--- config.mk ---
export PLATFORM = sky130hd
export DESIGN_NAME = stage_mm
export DESIGN_NICKNAME = d
export VERILOG_FILES = /design/src/rtl/stage_mm.sv
export SDC_FILE = /design/constraint.sdc
export NUM_CORES = 1
export LEC_CHECK = 0
export CORE_MARGIN = 4
export CORE_UTILIZATION = 49
export CTS_BUF_LIST = sky130_fd_sc_hd__clkbuf_4
export CTS_CLUSTER_DIAMETER = 80
export DETAILED_ROUTE_END_ITERATION = 8
export PLACE_DENSITY = 0.95
export REMOVE_ABC_BUFFERS = 1
export SETUP_SLACK_MARGIN = 0.2
export SLEW_MARGIN = 0
export SYNTH_ARGS = -nofsm -noshare
export SYNTH_HDL_FRONTEND = slang
export SYNTH_SLANG_ARGS = --single-unit
--- constraint.sdc ---
create_clock -name clk -period 4.7 [get_ports clk]
set_clock_uncertainty 0.2 [all_clocks]
set_input_delay 0.47 -clock clk [delete_from_list [all_inputs] [get_ports clk]]
set_output_delay 0.47 -clock clk [all_outputs]
set_load 0.05 [all_outputs]
--- src/rtl/stage_mm.sv ---
// stage_mm: memory-access pipeline stage.
// Issues loads and stores to the data memory over a req/ack handshake. Holds the
// pipeline until the access completes, then aligns and extends the load data.
// Non-memory slots pass straight through in a single cycle.
// Ports:
//   clk, rst_n                 clock, synchronous active-low reset
//   en, flush                  global pipeline enable, incoming slot is a bubble
//   reg_wr, reg_addr_rd        destination write enable and register index
//   alu_res                    ALU result or effective byte address
//   mem_rd, mem_wr, mem_func3  load/store request and access size/sign
//   store_data                 store value (forwarded rs2)
//   stall                      freeze upstream stages
//   dmem_req/we/addr/be/wdata  registered data-memory request bundle
//   dmem_ack, dmem_rdata       access done, raw read word (same cycle)
//   out_reg_wr/addr_rd/data    write-back and MM forwarding results
//   out_misaligned, out_flush  slot status flags
module stage_mm #(
  parameter int DATA_W = 32,
  parameter int ADDR_W = 32
) (
  input  logic              clk,
  input  logic              rst_n,
  input  logic              en,
  input  logic              flush,
  input  logic              reg_wr,
  input  logic [4:0]        reg_addr_rd,
  input  logic [DATA_W-1:0] alu_res,
  input  logic              mem_rd,
  input  logic              mem_wr,
  input  logic [2:0]        mem_func3,
  input  logic [DATA_W-1:0] store_data,
  output logic              stall,
  output logic              dmem_req,
  output logic              dmem_we,
  output logic [ADDR_W-1:0] dmem_addr,
  output logic [3:0]        dmem_be,
  output logic [DATA_W-1:0] dmem_wdata,
  input  logic              dmem_ack,
  input  logic [DATA_W-1:0] dmem_rdata,
  output logic              out_reg_wr,
  output logic [4:0]        out_reg_addr_rd,
  output logic [DATA_W-1:0] out_reg_data,
  output logic              out_misaligned,
  output logic              out_flush
);

  typedef enum logic {IDLE, REQ} state_t;

  state_t              r_state;
  state_t              w_stateNext;

  logic                r_req;
  logic                r_we;
  logic [ADDR_W-1:0]   r_addr;
  logic [3:0]          r_be;
  logic [DATA_W-1:0]   r_wdata;
  logic [2:0]          r_func3;
  logic [1:0]          r_off;
  logic [4:0]          r_rd;
  logic                r_regWr;
  logic                r_isLoad;

  logic                r_outWr;
  logic [4:0]          r_outRd;
  logic [DATA_W-1:0]   r_outData;
  logic                r_outMis;
  logic                r_outFlush;

  logic [1:0]          w_off;
  logic                w_isMem;
  logic                w_aligned;
  logic                w_access;
  logic [3:0]          w_be;
  logic [DATA_W-1:0]   w_wdata;
  logic [7:0]          w_byte;
  logic [15:0]         w_half;
  logic [DATA_W-1:0]   w_loadVal;

  assign w_off    = alu_res[1:0];
  assign w_isMem  = mem_rd | mem_wr;
  assign w_access = en & ~flush & w_isMem & w_aligned;

  // Alignment, byte enables and lane-replicated store data for the incoming slot.
  // func3[1:0] encodes the size; bit 2 only selects zero extension on loads.
  always_comb begin
    w_aligned = 1'b1;
    w_be      = 4'b1111;
    w_wdata   = store_data;
    case (mem_func3[1:0])
      2'b00: begin
        w_be    = 4'b0001 << w_off;
        w_wdata = {(DATA_W/8){store_data[7:0]}};
      end
      2'b01: begin
        w_aligned = ~w_off[0];
        w_be      = 4'b0011 << w_off;
        w_wdata   = {(DATA_W/16){store_data[15:0]}};
      end
      default: begin
        w_aligned = (w_off == 2'b00);
      end
    endcase
  end

  // Lane selection and extension of the returned word, using the size and
  // offset latched when the request was issued.
  always_comb begin
    w_byte    = dmem_rdata[8*r_off +: 8];
    w_half    = dmem_rdata[16*r_off[1] +: 16];
    w_loadVal = dmem_rdata;
    case (r_func3)
      3'b000:  w_loadVal = {{(DATA_W-8){w_byte[7]}}, w_byte};
      3'b001:  w_loadVal = {{(DATA_W-16){w_half[15]}}, w_half};
      3'b100:  w_loadVal = {{(DATA_W-8){1'b0}}, w_byte};
      3'b101:  w_loadVal = {{(DATA_W-16){1'b0}}, w_half};
      default: w_loadVal = dmem_rdata;
    endcase
  end

  // Handshake FSM state register.
  always_ff @(posedge clk) begin
    if (!rst_n) r_state <= IDLE;
    else        r_state <= w_stateNext;
  end

  // Next state and stall. Stall drops in the ack cycle so upstream advances at
  // the same edge that captures the load result.
  always_comb begin
    w_stateNext = r_state;
    stall       = 1'b0;
    case (r_state)
      IDLE: begin
        stall = w_access;
        if (w_access) w_stateNext = REQ;
      end
      REQ: begin
        stall = ~dmem_ack;
        if (dmem_ack) w_stateNext = IDLE;
      end
      default: w_stateNext = IDLE;
    endcase
  end

  // Request bundle and result registers. A pending access ignores en so that it
  // always completes; in IDLE an enabled non-access slot updates the results.
  always_ff @(posedge clk) begin
    if (!rst_n) begin
      r_req      <= 1'b0;
      r_we       <= 1'b0;
      r_addr     <= '0;
      r_be       <= 4'b0000;
      r_wdata    <= '0;
      r_func3    <= 3'b000;
      r_off      <= 2'b00;
      r_rd       <= 5'd0;
      r_regWr    <= 1'b0;
      r_isLoad   <= 1'b0;
      r_outWr    <= 1'b0;
      r_outRd    <= 5'd0;
      r_outData  <= '0;
      r_outMis   <= 1'b0;
      r_outFlush <= 1'b1;
    end else if (r_state == REQ) begin
      if (dmem_ack) begin
        r_req      <= 1'b0;
        r_outWr    <= r_isLoad & r_regWr;
        r_outRd    <= r_rd;
        r_outMis   <= 1'b0;
        r_outFlush <= 1'b0;
        if (r_isLoad) r_outData <= w_loadVal;
      end
    end else if (w_access) begin
      r_req    <= 1'b1;
      r_we     <= mem_wr;
      r_addr   <= {alu_res[ADDR_W-1:2], 2'b00};
      r_be     <= w_be;
      r_wdata  <= w_wdata;
      r_func3  <= mem_func3;
      r_off    <= w_off;
      r_rd     <= reg_addr_rd;
      r_regWr  <= reg_wr;
      r_isLoad <= mem_rd;
    end else if (en) begin
      r_outData <= alu_res;
      r_outRd   <= reg_addr_rd;
      if (w_isMem && !flush) begin
        r_outWr    <= 1'b0;
        r_outMis   <= 1'b1;
        r_outFlush <= 1'b0;
      end else begin
        r_outWr    <= reg_wr & ~flush;
        r_outMis   <= 1'b0;
        r_outFlush <= flush;
      end
    end
  end

  assign dmem_req        = r_req;
  assign dmem_we         = r_we;
  assign dmem_addr       = r_addr;
  assign dmem_be         = r_be;
  assign dmem_wdata      = r_wdata;
  assign out_reg_wr      = r_outWr;
  assign out_reg_addr_rd = r_outRd;
  assign out_reg_data    = r_outData;
  assign out_misaligned  = r_outMis;
  assign out_flush       = r_outFlush;

endmodule

## Word level (Yosys, flattened, before mapping)

Cells that the tools add are included.

| cells by class | value |
|---|---|
| eq/ne operators | 7 |
| shifts and indexed selects | 4 |
| multiplexer cells | 33 |
| bitwise operators | 10 |
| reductions and logical operators | 11 |

Operators with widths:

| kind | number |
|---|---|
| $mux 32 | 5 |
| $pmux 32 s4 | 1 |
| $pmux 32 s2 | 1 |
| $shiftx 32x6->16 | 1 |
| $shiftx 32x6->8 | 1 |
| $mux 5 | 4 |
| $mux 1 | 18 |
| $pmux 4 s2 | 1 |
| $eq 3x3->1 const B | 2 |
| $pmux 1 s2 | 3 |
| $and 1x1->1 | 5 |
| $logic_not 2->1 | 2 |
| $ne 2x2->1 const B | 2 |
| $not 1->1 | 4 |
| $reduce_and 2->1 | 2 |
| $reduce_and 4->1 | 1 |
| $reduce_bool 2->1 | 2 |
| $shl 1x2->4 const A | 1 |
| $shl 2x2->4 const A | 1 |
| $eq 3x1->1 const B | 1 |
| $logic_not 3->1 | 1 |
| $reduce_and 3->1 | 1 |
| $eq 2x1->1 const B | 1 |
| $ne 2x1->1 const B | 1 |
| other kinds (3) | 3 |

| storage, ports and cells | value |
|---|---|
| register bits after elaboration | 121 |
| bits of input ports | 112 |
| output and inout port bits | 111 |
| logic and storage cells | 81 |

## Longest topological paths before layout

| logic depth | value |
|---|---|
| depth in word-level cells | 6 |
| gate-level depth with buffers | 8 |

## Worst setup path before layout

OpenSTA, ideal clock, no wires.

| path | value |
|---|---|
| path kind | input to output |
| start | in flush |
| end | out stall |
| arrival time | 1776 ps |
| slack | 2254 ps |
| stages | 4 |
| path buffers | 1 |
| cells stage by stage | o21ba_2 > nand4_1 > buf_2 > o21ai_0 |

| on the way | value |
|---|---|
| cells in the longest elaborated chain, start to end | 5 |

Ends and longest elaborated chain:

| what | RTL line | text |
|---|---|---|
| from (decl) | 24 | `input logic flush,` |
| $not 1->1 | 81 | `assign w_access = en & ~flush & w_isMem & w_aligned;` |
| $and 1x1->1 (3 in a row) | 81 |  |
| $pmux 1 s2 | 131 | `case (r_state)` |
| to (decl) | 32 | `output logic stall,` |

No other way between the ends.

## Worst setup path in the final report

| path | value |
|---|---|
| start | reg r_state |
| end | out stall |

| on the way | value |
|---|---|
| cells in the longest elaborated chain, start to end | 2 |

Ends and longest elaborated chain:

| what | RTL line | text |
|---|---|---|
| from (decl) | 49 | `state_t r_state;` |
| from (signal assigned) | 123 | `else r_state <= w_stateNext;` |
| $not 1->1 (no source line) | - |  |
| $pmux 1 s2 * | 131 |  |

Every way passes the cells marked *; elsewhere a longest branch is shown, timed or not.

==> metrics.txt <==
Die H 115 um; Synth Area in Simple Gates approximately 18%; worst hold path depth 2; max-capacitance violation count 0; vias in the first global route 5662; HPWL Detailed 13.4 mm; Cells after Synth 672; post-synth cell types 51; largest family of logic cells by synthesized area compound AO/OA/AOI/OAI gates; Seq pwr share a little under half; die area 13300 um^2; Avg WL per Cell 18.4 um; final hold viol count 0; Tightest Pin Transition a little under 0.9 ns; CP Launch Type register; Max Fanout on Critical Path 59; final antenna-violating net count 0; internal power 1.65 mW; Area Overhead vs Synth 43.0%; fin crit share roughly two thirds; area share of xor/xnor cells in the synthesized design 0%; Arrival @ worst endpoint 2.43 ns; Hold WC Path Type register to register; # fillers 808; Yosys warnings 0; Clock Sinks approximately 120; minimum clock period 3.10 ns; initial antenna violation count 0; post-synthesis adder-cell area fraction 0%; top cells by area, synth dfxtp_1 43%, nand2_1 9.6%, a21oi_1 5.8%; Leak 2.75 nW; GP Congestion roughly 0.84; via/cell ratio around 5.8; area share of the largest cell type after synthesis 42.9%; Compound-Gate Fraction of Synth Area 27.1%; Required @ worst endpoint 4.03 ns; register area share after synthesis 42.9%; Die W 115 um; setup bufs post-CTS 0; logic gate share of total power 25.3%; Seq cells post-synth 121; total power 2.44 mW; NumNets Final 971; critical path class register to primary output; peak supply drop 0.371 mV; clock tree buffer depth 2; Final Instance Area 8070 um^2; grt total ovfl 0; Port Buffers 220; clock share of power 29.3%; DP Worst Slack 1.55 ns; via total after detailed routing 5848; EDFF count, synth 0; P_sw slightly below 0.8 mW; drt drc 0; power per cell area 302 nW/um^2; fmax about 320 MHz; Sw Share 32.3%; CTS buffer count 17; DRT Wirelength around 19 mm; DRT iter0 DRCs 563; CTS root buffer clkbuf_4; Syn Area/Cell between 8 and 9 um^2; Placed Area 7810 um^2; CORE AREA 11100 um^2; CTS clk-pin slew, worst paths 0.10 ns; Ant. Diodes 0; DR pass1 iterations 5; Synth Flop Type dfxtp_1; Final Max Slew Viols 0; Final Setup Violations 0; H-tree levels 4; RSZ-0062 raised after global routing false; mux cell area share after synthesis 6.09%; Ports 223; Final WS setup 1.60 ns; fraction of layout cells with a size suffix above 1 8.37%; status completed; Mapped Area 5650 um^2; cell taking the most area after synthesis dfxtp_1; CTS tree built; Worst-Skew Late Latency ~0.51 ns; ys async rst share 0%; CTS Hold Bufs 0; Slew HR 41.6%; post-CTS sizing 0; first-pass GRT wire length between 20 and 30 mm; Rows 38; crit path capture type primary output; largest net degree at the start of global routing ~80; Initial Util about half; worst r2r path cells 5; Total GRT Usage 27.3%
-- through the flow --
step                instances  setup TNS (ns)  util [%]  hold WS (ns)
floorplan                 610          -0.186         -         0.236
global placement          980               0      70.5         0.239
detailed placement        980               0      70.5         0.244
CTS                      1012               0      72.9         0.258
global route             1012               0      72.9         0.279
finish                   1012               0      72.9         0.260
-- worst max-delay path: stages, from the launching register on --
cell	delay [ns]
dfxtp_2	0.34
buf_4	0.49
inv_1	0.39
o21ai_0	0.49
buf_12	0.20
-- power by group through the flow --
stage,Clock (mW),Combinational (mW),Sequential [mW]
2_1_floorplan,0,0.167,1.30
3_3_place_gp,0,0.606,1.13
3_5_place_dp,0,0.614,1.13
4_1_cts,0.729,0.616,1.11
5_1_grt,0.767,0.650,1.11
6_report,0.715,0.616,1.11
-- synthesized netlist by cell type, types with 2 or more instances --
library cell  count
nor2b_1           6
dfxtp_1         121
nand3_1           3
o211ai_1         26
nor2_1           40
o32ai_1           8
o21ai_1           2
o21ai_0          14
o22ai_1           2
a211oi_1         34
o2111ai_1         2
o311a_1           7
nor3_1            2
mux2i_1          22
nor4b_1           2
buf_2            23
nand2b_1          8
nand4_1           2
mux2_2            8
buf_6             3
a311oi_1         11
o221ai_1          7
inv_1            12
clkbuf_1         28
buf_4             5
or2_2            17
buf_1             4
nand2_1         144
a21oi_1          65
a32o_1           23
-- logic make-up after synthesis --
| group | Yosys count |
|---|---|
| multiplexers | 32 |
| flip-flops | 121 |
| AO/OA/AOI/OAI | 212 |
| other | 1 |
| buffers and inverters | 75 |
| AND/OR/NAND/NOR | 231 |
-- layout by cell type, fill, tap and decap left out, types with 2 or more instances in the layout --
cell type,instances
clkdlybuf4s50_1,219
nand2_1,144
dfxtp_1,120
a21oi_1,65
nor2_1,40
a211oi_1,34
o211ai_1,26
a32o_1,23
mux2i_1,22
clkbuf_4,21
or2_2,17
o21ai_0,14
inv_1,11
a311oi_1,11
buf_4,10
mux2_2,8
o32ai_1,8
nand2b_1,8
o311a_1,7
o221ai_1,7
nor2b_1,6
clkinv_2,4
clkinv_1,4
nand3_1,3
o21ai_1,2
nand4_1,2
nor4b_1,2
o2111ai_1,2
nor3_1,2
o22ai_1,2
conb_1,2
clkinvlp_4,2
bufinv_16,2
-- sequential cells by signal (all words and copies together), names as in the netlist, 2 cells and up --
name and cells:
out_reg_data 32, r_func3 3, dmem_addr 30, r_rd 5, out_reg_addr_rd 5, dmem_be 4, r_off 2, dmem_wdata 32
-- per-layer routing --
metal,share of wire [%],vias to the layer above,track usage (%)
met5,0,-,0
met4,2.3,0,8.45
met3,11,39,10.3
met2,48,285,46.7
met1,38,2716,31.8
li1,-,2808,-
-- final timing paths --
| kind | start | endpoint | slack [ns] |
|---|---|---|---|
| setup / recovery | r_state$_SDFF_PN0_ | stall | 1.60 |
| hold / removal | dmem_addr[11]$_SDFFE_PN0P_ | dmem_addr[11]$_SDFFE_PN0P_ | 0.26 |
| setup reg to reg | r_state$_SDFF_PN0_ | out_reg_data[12]$_SDFFE_PN0P_ | 2.14 |
| hold reg to reg | dmem_addr[11]$_SDFFE_PN0P_ | dmem_addr[11]$_SDFFE_PN0P_ | 0.26 |
-- layout make-up --
type                       instances  area [um^2]  share of cell area, %
multi-input combinational        477         2880                   35.6
sequential                       121         2420                   30.0
timing repair buffer             230         2290                   28.3
tap                              140          175                   2.17
clock buffer                      21          158                   1.95
clock inverter                    11          105                   1.30
inverter                          12         46.3                  0.573
No activity file was read; power rests on OpenSTA's default activity.
